[src/rtl/aes_pkg.sv]
// aes_pkg: shared AES types, FSM encoding and GF(2^8) multiply-by-constant helpers
package aes_pkg;
    typedef logic [7:0]   aes_byte_t;
    typedef logic [31:0]  aes_word_t;
    typedef logic [127:0] aes_state_t;
    localparam int AES_NB = 4;
    typedef enum logic [1:0] {IDLE, RUN, DONE} imc_state_e;
    function automatic aes_byte_t xtime(aes_byte_t b);
        return {b[6:0], 1'b0} ^ (b[7] ? 8'h1b : 8'h00);
    endfunction
    function automatic aes_byte_t gm9(aes_byte_t b);
        return xtime(xtime(xtime(b))) ^ b;
    endfunction
    function automatic aes_byte_t gm11(aes_byte_t b);
        return xtime(xtime(xtime(b))) ^ xtime(b) ^ b;
    endfunction
    function automatic aes_byte_t gm13(aes_byte_t b);
        return xtime(xtime(xtime(b))) ^ xtime(xtime(b)) ^ b;
    endfunction
    function automatic aes_byte_t gm14(aes_byte_t b);
        return xtime(xtime(xtime(b))) ^ xtime(xtime(b)) ^ xtime(b);
    endfunction
endpackage

[src/rtl/inv_mix_column_word.sv]
// inv_mix_column_word: combinational InvMixColumns of a single 32-bit column
module inv_mix_column_word
    import aes_pkg::*;
(
    input  aes_word_t col_i,
    output aes_word_t col_o
);
    aes_byte_t a0, a1, a2, a3;
    assign {a0, a1, a2, a3} = col_i;
    assign col_o = {gm14(a0) ^ gm11(a1) ^ gm13(a2) ^ gm9(a3),
                    gm9(a0)  ^ gm14(a1) ^ gm11(a2) ^ gm13(a3),
                    gm13(a0) ^ gm9(a1)  ^ gm14(a2) ^ gm11(a3),
                    gm11(a0) ^ gm13(a1) ^ gm9(a2)  ^ gm14(a3)};
endmodule

[src/rtl/inv_mix_columns_iter.sv]
// inv_mix_columns_iter: iterative InvMixColumns, COLS_PER_CYCLE columns per clock, valid/ready in and out
module inv_mix_columns_iter
    import aes_pkg::*;
#(
    parameter int COLS_PER_CYCLE = 1
) (
    input  logic       clk,
    input  logic       reset,
    input  logic       in_valid,
    output logic       in_ready,
    input  aes_state_t in_state,
    output logic       out_valid,
    input  logic       out_ready,
    output aes_state_t out_state,
    output logic       busy
);
    if (COLS_PER_CYCLE != 1 && COLS_PER_CYCLE != 2 && COLS_PER_CYCLE != 4) begin : g_bad_cfg
        $error("inv_mix_columns_iter: COLS_PER_CYCLE must be 1, 2 or 4");
    end
    localparam logic [1:0] STEP = 2'(COLS_PER_CYCLE);
    localparam logic [1:0] LAST = 2'(AES_NB - COLS_PER_CYCLE);
    imc_state_e fsm_q, fsm_d;
    logic [1:0] col_cnt_q, col_cnt_d;
    aes_state_t state_q, state_d;
    aes_word_t  cols [AES_NB];
    aes_word_t  cols_d [AES_NB];
    aes_word_t  xf [COLS_PER_CYCLE];
    logic [1:0] idx [COLS_PER_CYCLE];
    logic       take;
    assign cols = '{state_q[127:96], state_q[95:64], state_q[63:32], state_q[31:0]};
    for (genvar k = 0; k < COLS_PER_CYCLE; k++) begin : g_col
        assign idx[k] = col_cnt_q + 2'(k);
        inv_mix_column_word u_word (.col_i(cols[idx[k]]), .col_o(xf[k]));
    end
    assign in_ready  = !reset && (fsm_q == IDLE || (fsm_q == DONE && out_ready));
    assign take      = in_valid && in_ready;
    assign out_valid = fsm_q == DONE;
    assign busy      = fsm_q != IDLE;
    assign out_state = state_q;
    assign state_d   = take ? in_state : {cols_d[0], cols_d[1], cols_d[2], cols_d[3]};
    // next state: transform the selected columns in place while running, capture on accept
    always_comb begin
        fsm_d     = fsm_q;
        col_cnt_d = col_cnt_q;
        cols_d    = cols;
        if (fsm_q == RUN) begin
            for (int k = 0; k < COLS_PER_CYCLE; k++) cols_d[idx[k]] = xf[k];
            col_cnt_d = col_cnt_q + STEP;
            fsm_d     = col_cnt_q == LAST ? DONE : RUN;
        end else if (fsm_q == DONE && out_ready && !in_valid) begin
            fsm_d = IDLE;
        end
        if (take) begin
            fsm_d     = RUN;
            col_cnt_d = '0;
        end
    end
    // all engine state registers with synchronous reset
    always_ff @(posedge clk) begin
        if (reset) begin
            fsm_q     <= IDLE;
            col_cnt_q <= '0;
            state_q   <= '0;
        end else begin
            fsm_q     <= fsm_d;
            col_cnt_q <= col_cnt_d;
            state_q   <= state_d;
        end
    end
endmodule
[config.mk]
export PLATFORM = sky130hd
export DESIGN_NAME = inv_mix_columns_iter
export DESIGN_NICKNAME = d
export VERILOG_FILES = /design/src/rtl/aes_pkg.sv /design/src/rtl/inv_mix_column_word.sv /design/src/rtl/inv_mix_columns_iter.sv
export SDC_FILE = /design/constraint.sdc
export NUM_CORES = 1
export LEC_CHECK = 0
export BUFFER_PORTS_ARGS = -buffer_cell sky130_fd_sc_hd__buf_2
export CAP_MARGIN = 5
export CORE_ASPECT_RATIO = 1.75
export CORE_MARGIN = 5
export CORE_UTILIZATION = 40
export CTS_CLUSTER_DIAMETER = 80
export DETAILED_ROUTE_END_ITERATION = 12
export HOLD_SLACK_MARGIN = 0.1
export PLACE_DENSITY = 0.65
export SLEW_MARGIN = 25
export SYNTH_ARGS = -nofsm -noshare
export SYNTH_HDL_FRONTEND = slang
export SYNTH_SLANG_ARGS = --single-unit
[constraint.sdc]
create_clock -name clk -period 3.5 [get_ports clk]
set_input_delay 0.35 -clock clk [delete_from_list [all_inputs] [get_ports clk]]
set_output_delay 0.35 -clock clk [all_outputs]
set_load 0.1 [all_outputs]
==> flow_summary.json, run 1 <==
{
  "outcome": "completed",
  "rows": 70,
  "worstHoldPathCells": 3,
  "htree_levels": 4,
  "critical_path.startpoint_type": "flop",
  "r2r_slack_ps": 170,
  "netlist_top_cells_area": "dfxtp_1 (32%), a22oi_1 (12%), xnor2_1 (11%)",
  "groute.usage.overall_pct": 27.1,
  "post_synth.cell_area_avg_um2": 10.0,
  "synth_top_cell_by_area": "dfxtp_1",
  "required_ps": 3850,
  "vias": 7824,
  "postSynthNetCount": 970,
  "detailed_route_wire_length_per_cell_um": 24.3,
  "hold_viol": 0,
  "gpl.final_weighted_congestion": 1.02,
  "finalSetupViolCount": 0,
  "antenna_found_initial": 3,
  "fin_worst_skew_ps": 13.3,
  "critical_path.cell_chain": "buf_12 > mux4_1 > buf_4 > xnor2_2 > xnor2_1 > xnor3_1 > xnor2_1 > nand2_1 > a21oi_1",
  "syn_inst": 834,
  "yosys_most_used_dff": "dfxtp_1",
  "synth.yosys.warnings": 0,
  "fmaxAchievable_ghz": 0.300,
  "clock_tree.buffer_depth": 2,
  "critPathMaxStageDelay_ps": 620,
  "clk_pin_slew_ps": 60,
  "clock_buffers_created_by_tritoncts": 17,
  "worstHoldStart": "in_state[27]",
  "timing.final.crit_share_pct": 95.2,
  "worstSetupStartpoint": "col_cnt_q[0]",
  "synthArstFlopShare_pct": 0,
  "worstReg2RegEnd": "out_state[100]",
  "finalHoldWorstSlack_ps": 205,
  "die-width_um": 119,
  "max_slew_margin_pct": 28.7,
  "slew_violations": 0,
  "max_cap_violations": 0,
  "port_buffers": 262,
  "cts_tree": "done",
  "cts_repair_resize_count": 0,
  "final_nets": 1215,
  "avgViaCountPerCell": 5.81,
  "crit_path_max_fanout": 20,
  "dpl.hpwl_um": 24400,
  "ys_seq_elements": 132,
  "r2r.worst_path.cells": 9,
  "layout-area-overhead-vs-synth_pct": 27.1,
  "setup.worst_path.end": "out_state[100]",
  "clkLatencyLatePin_ps": 430,
  "grt_setup_unrepaired": "no",
  "drtIter0Drc": 500,
  "grt_pass1_wl_um": 49000,
  "hold_buf_count_cts": 0,
  "finalCriticalPeriod_ps": 3330,
  "worstMarginPinSlew_ps": 1070,
  "fin_setup_tns_ps": 0,
  "critical_path_class": "flop to flop",
  "ys_seq_area_share_pct": 31.7,
  "layout-drive-gt1-share_pct": 35.5,
  "dieHeight_um": 201,
  "antenna_left": 0,
  "most_used_cell_along_the_critical_path": "xnor2_1",
  "endpoint_kind": "flop",
  "synth.cell_area_mm2": 0.00835,
  "yosysUniqueCellTypes": 32,
  "post_synth_edffs": 0,
  "first_pass_iters": 8,
  "tritoncts_sinks": 132,
  "route.final.wire_length_um": 32800,
  "remaining_drc_errors": 0,
  "post-cts-setup-buffers": 0,
  "maximum_number_of_pins_on_one_net_before_global_route_repair": 116,
  "fill_cells": 1983,
  "i_o_pin_total": 263,
  "timing.critical_path.slowest_stage_cell": "mux4_1",
  "first_global_vias": 8243,
  "clockRootBuffer": "clkbuf_16",
  "initial_utilization_pct": 40.2,
  "timing.rr.start": "col_cnt_q[0]",
  "core_area_mm2": 0.0208,
  "critical_path_arrival_ps": 3680,
  "global_route.overflow_total": 0,
  "synth_largest_type_area_fraction_pct": 31.7,
  "timing.hold.worst.class": "primary input to flop",
  "design.die.area_mm2": 0.0240
}
critical path: cells and delay by family (launching register included):
family	cells	cell delay, ps
and+or+nand+nor	1	110
muxes	1	620
xor gates and xnor gates	4	1590
DFF	1	350
AOI/OAI and AO/OA	1	150
buffers and inverters	2	420
layout by cell type, fill, tap and decap left out, types with 24 or more instances in the layout:
cell,n
xor2_1,25
a21oi_1,126
buf_4,33
xnor3_1,24
dfxtp_1,130
mux4_2,25
nand2_1,113
buf_2,261
a22oi_1,128
xnor2_1,108
cell type report:
cell class              count  area [µm²]  area share (%)
diodes                      3        7.51          0.0708
well taps                 252         315            2.97
clock buffers              20         467            4.40
inverters                   2        7.51          0.0708
repair buffers            298        1640            15.5
multi-input cells         628        5350            50.4
clock inverters            12         178            1.67
flip-flops and latches    132        2650            24.9
synth_stat cells, types with 8 or more instances:
| library cell | n |
|---|---|
| mux4_2 | 25 |
| buf_2 | 8 |
| xnor2_2 | 10 |
| a21oi_1 | 126 |
| dfxtp_1 | 132 |
| xnor3_1 | 24 |
| a22oi_1 | 128 |
| xor2_1 | 25 |
| nand2b_1 | 12 |
| nor2_1 | 10 |
| xnor2_1 | 108 |
| clkbuf_1 | 40 |
| nand2_1 | 113 |
layer usage:
metal / part of all wire (%) / vias to the layer above / global-route usage, %
li1: - / 3500 / -
met2: 53 / 439 / 48.6
met5: 0 / - / 0
met4: 7.0 / 0 / 19.6
met3: 6.2 / 110 / 4.25
met1: 33 / 3775 / 28.3
per-stage QoR:
stage	instance area [µm²]	std cells	utilization (%)	setup slack, ps
after global placement	9930	1311	47.8	254
after global routing	10600	1347	51.1	17.4
after CTS	10600	1344	51.1	180
after floorplan	8350	834	-	216
after detailed placement	9960	1312	48.0	224
final	10600	1347	51.1	168
sequential cells by signal, indices dropped and copies added (netlist names):
signal / count
fsm_q: 2
col_cnt_q: 2
out_state: 128
cell families (layout without fill, tap and decap cells):
logic type,Yosys count,in the layout,synth area share [%]
AO/OA/AOI/OAI,259,259,19.5
XOR/XNOR,184,184,27.1
adder cells (fa/ha/maj),4,4,0.600
buffers and inverters,74,332,4.78
flip-flops,132,132,31.7
multiplexers,32,32,8.95
other,0,3,0
AND/OR/NAND/NOR,149,149,7.43
worst min path at each step:
stage                     to
6_report       out_state[27]
4_1_cts        out_state[26]
5_1_grt        out_state[27]
3_3_place_gp   out_state[73]
2_1_floorplan       fsm_q[0]
3_5_place_dp   out_state[46]
Power of run 1 is not shown: default switching activity piles up to over one toggle a cycle in this logic, so the estimate is an artifact.
==> run 2: changes to the inputs <==
- BUFFER_PORTS_ARGS: -buffer_cell sky130_fd_sc_hd__buf_2 -> unset
- DONT_BUFFER_PORTS: unset -> 1
- PLACE_DENSITY: 0.65 -> unset
==> flow_summary.json, run 2 (synthesis gave the netlist of run 1 again) <==
{
  "worstMarginPinSlew_ps": 1060,
  "clkLatencyLatePin_ps": 430,
  "fmaxAchievable_ghz": 0.299,
  "antennaDiodeCount": 0,
  "r2r_slack_ps": 150,
  "worstSetupStartpoint": "col_cnt_q[0]",
  "critical-path-top-delay-family": "XOR/XNOR gates",
  "area.sequential_mm2": 0.00265,
  "dieHeight_um": 201,
  "worstHoldStart": "in_state[57]",
  "antenna_left": 0,
  "core_area_mm2": 0.0208,
  "critical_path.cell_chain": "buf_4 > mux4_2 > xnor3_1 > xnor3_1 > xnor3_2 > xor2_2 > nand2_1 > a21oi_1",
  "slew_violations": 0,
  "timing.final.crit_share_pct": 95.6,
  "crit_path_max_fanout": 16,
  "avgViaCountPerCell": 5.91,
  "outcome": "completed",
  "vias": 7236,
  "clockRootBuffer": "clkbuf_16",
  "highest_metal_layer_used_by_the_detailed_router": "met4",
  "timing.critical_path.slowest_stage_cell": "mux4_2",
  "route.final.wire_length_um": 32200,
  "critical_path.startpoint_type": "flop",
  "detailroute.wirelength.met2_um": 17300,
  "grt_setup_unrepaired": "no",
  "die-width_um": 119,
  "port_buffers": 0,
  "rows": 70,
  "max_cap_violations": 0,
  "clock_buffers_created_by_tritoncts": 17,
  "timing.hold.worst.class": "primary input to flop",
  "drtIter0Drc": 468,
  "worstReg2RegEnd": "out_state[27]",
  "worst-path-buf-inv": 1,
  "fill_cells": 1920,
  "most_used_cell_along_the_critical_path": "xnor3_1",
  "gpl.final_weighted_congestion": 1.01,
  "layout-area-overhead-vs-synth_pct": 23.8,
  "htree_levels": 4,
  "critical_path_class": "flop to flop",
  "clock_tree.buffer_depth": 2,
  "remaining_drc_errors": 0,
  "grt_pass1_wl_um": 47500,
  "cts_tree": "done",
  "i_o_pin_total": 263,
  "max_slew_margin_pct": 29.1,
  "antenna_found_initial": 0,
  "maximum_number_of_pins_on_one_net_before_global_route_repair": 133,
  "detailed_route_wire_length_per_cell_um": 26.3,
  "post-cts-setup-buffers": 0,
  "dpl.hpwl_um": 24200,
  "groute.usage.overall_pct": 26.4,
  "met1_layer_wirelength_in_the_final_routing_um": 11100,
  "multi_input_area_mm2": 0.00536,
  "first_pass_iters": 5,
  "first_global_vias": 7655,
  "most_common_cell_after_layout_fill_and_taps_aside": "buf_4",
  "cp_num_cells": 8,
  "clk_pin_slew_ps": 60,
  "r2r.worst_path.cells": 8,
  "critical_path_arrival_ps": 3700,
  "fin_setup_tns_ps": 0,
  "final_nets": 1095,
  "finalHoldWorstSlack_ps": 127,
  "hold_viol": 0,
  "fin_worst_skew_ps": 12.0,
  "finalSetupViolCount": 0,
  "critPathMaxStageDelay_ps": 610,
  "largest_reg_flops": 128,
  "initial_utilization_pct": 40.2,
  "met3_length_um": 2070,
  "setup.worst_path.end": "out_state[27]",
  "layout-drive-gt1-share_pct": 27.9,
  "endpoint_kind": "flop",
  "layout_common_cells": "buf_4 (173), dfxtp_1 (130), a22oi_1 (128), a21oi_1 (126), nand2_1 (113)",
  "tritoncts_sinks": 132,
  "finalCriticalPeriod_ps": 3350,
  "design.die.area_mm2": 0.0240,
  "required_ps": 3850,
  "global_route.overflow_total": 0,
  "timing.rr.start": "col_cnt_q[0]"
}
run 2: per-layer routing:
metal | track usage, % | vias up
li1 | - | 3246
met1 | 28.5 | 3552
met2 | 48.0 | 345
met3 | 4.95 | 93
met4 | 14.0 | 0
met5 | 0 | -
run 2: stage by stage:
step	cells	worst slack [ps]	util [%]	cell area (µm²)
global placement	1191	187	46.7	9700
CTS	1224	91.4	49.7	10300
global route	1224	20.8	49.8	10300
detailed placement	1191	125	46.7	9700
finish	1224	155	49.8	10300
floorplan	834	216	-	8350
run 2: timing repair:
| item | CTS | global route |
|---|---|---|
| hold endpoints to repair | 132 | 0 |
| gates resized for setup | 0 | 2 |
| hold buffers | 1 | 0 |
| endpoints found under the setup margin | 0 | 12 |
run 2: how the worst min path moves through the flow:
stage,endpoint,depth (start not counted),slack [ps]
2_1_floorplan,fsm_q[0],2,540
3_3_place_gp,out_state[45],1,430
3_5_place_dp,out_state[45],1,430
4_1_cts,out_state[59],2,120
5_1_grt,out_state[66],2,130
6_report,out_state[57],2,130
run 2: area by class of cell:
type,count,area share [%]
sequential,132,25.6
multi-input combinational,628,51.9
tap,252,3.05
clock inverter,14,1.50
timing repair buffer,178,13.6
inverter,2,0.0726
clock buffer,18,4.25
Power of run 2 is left out for the same reason.
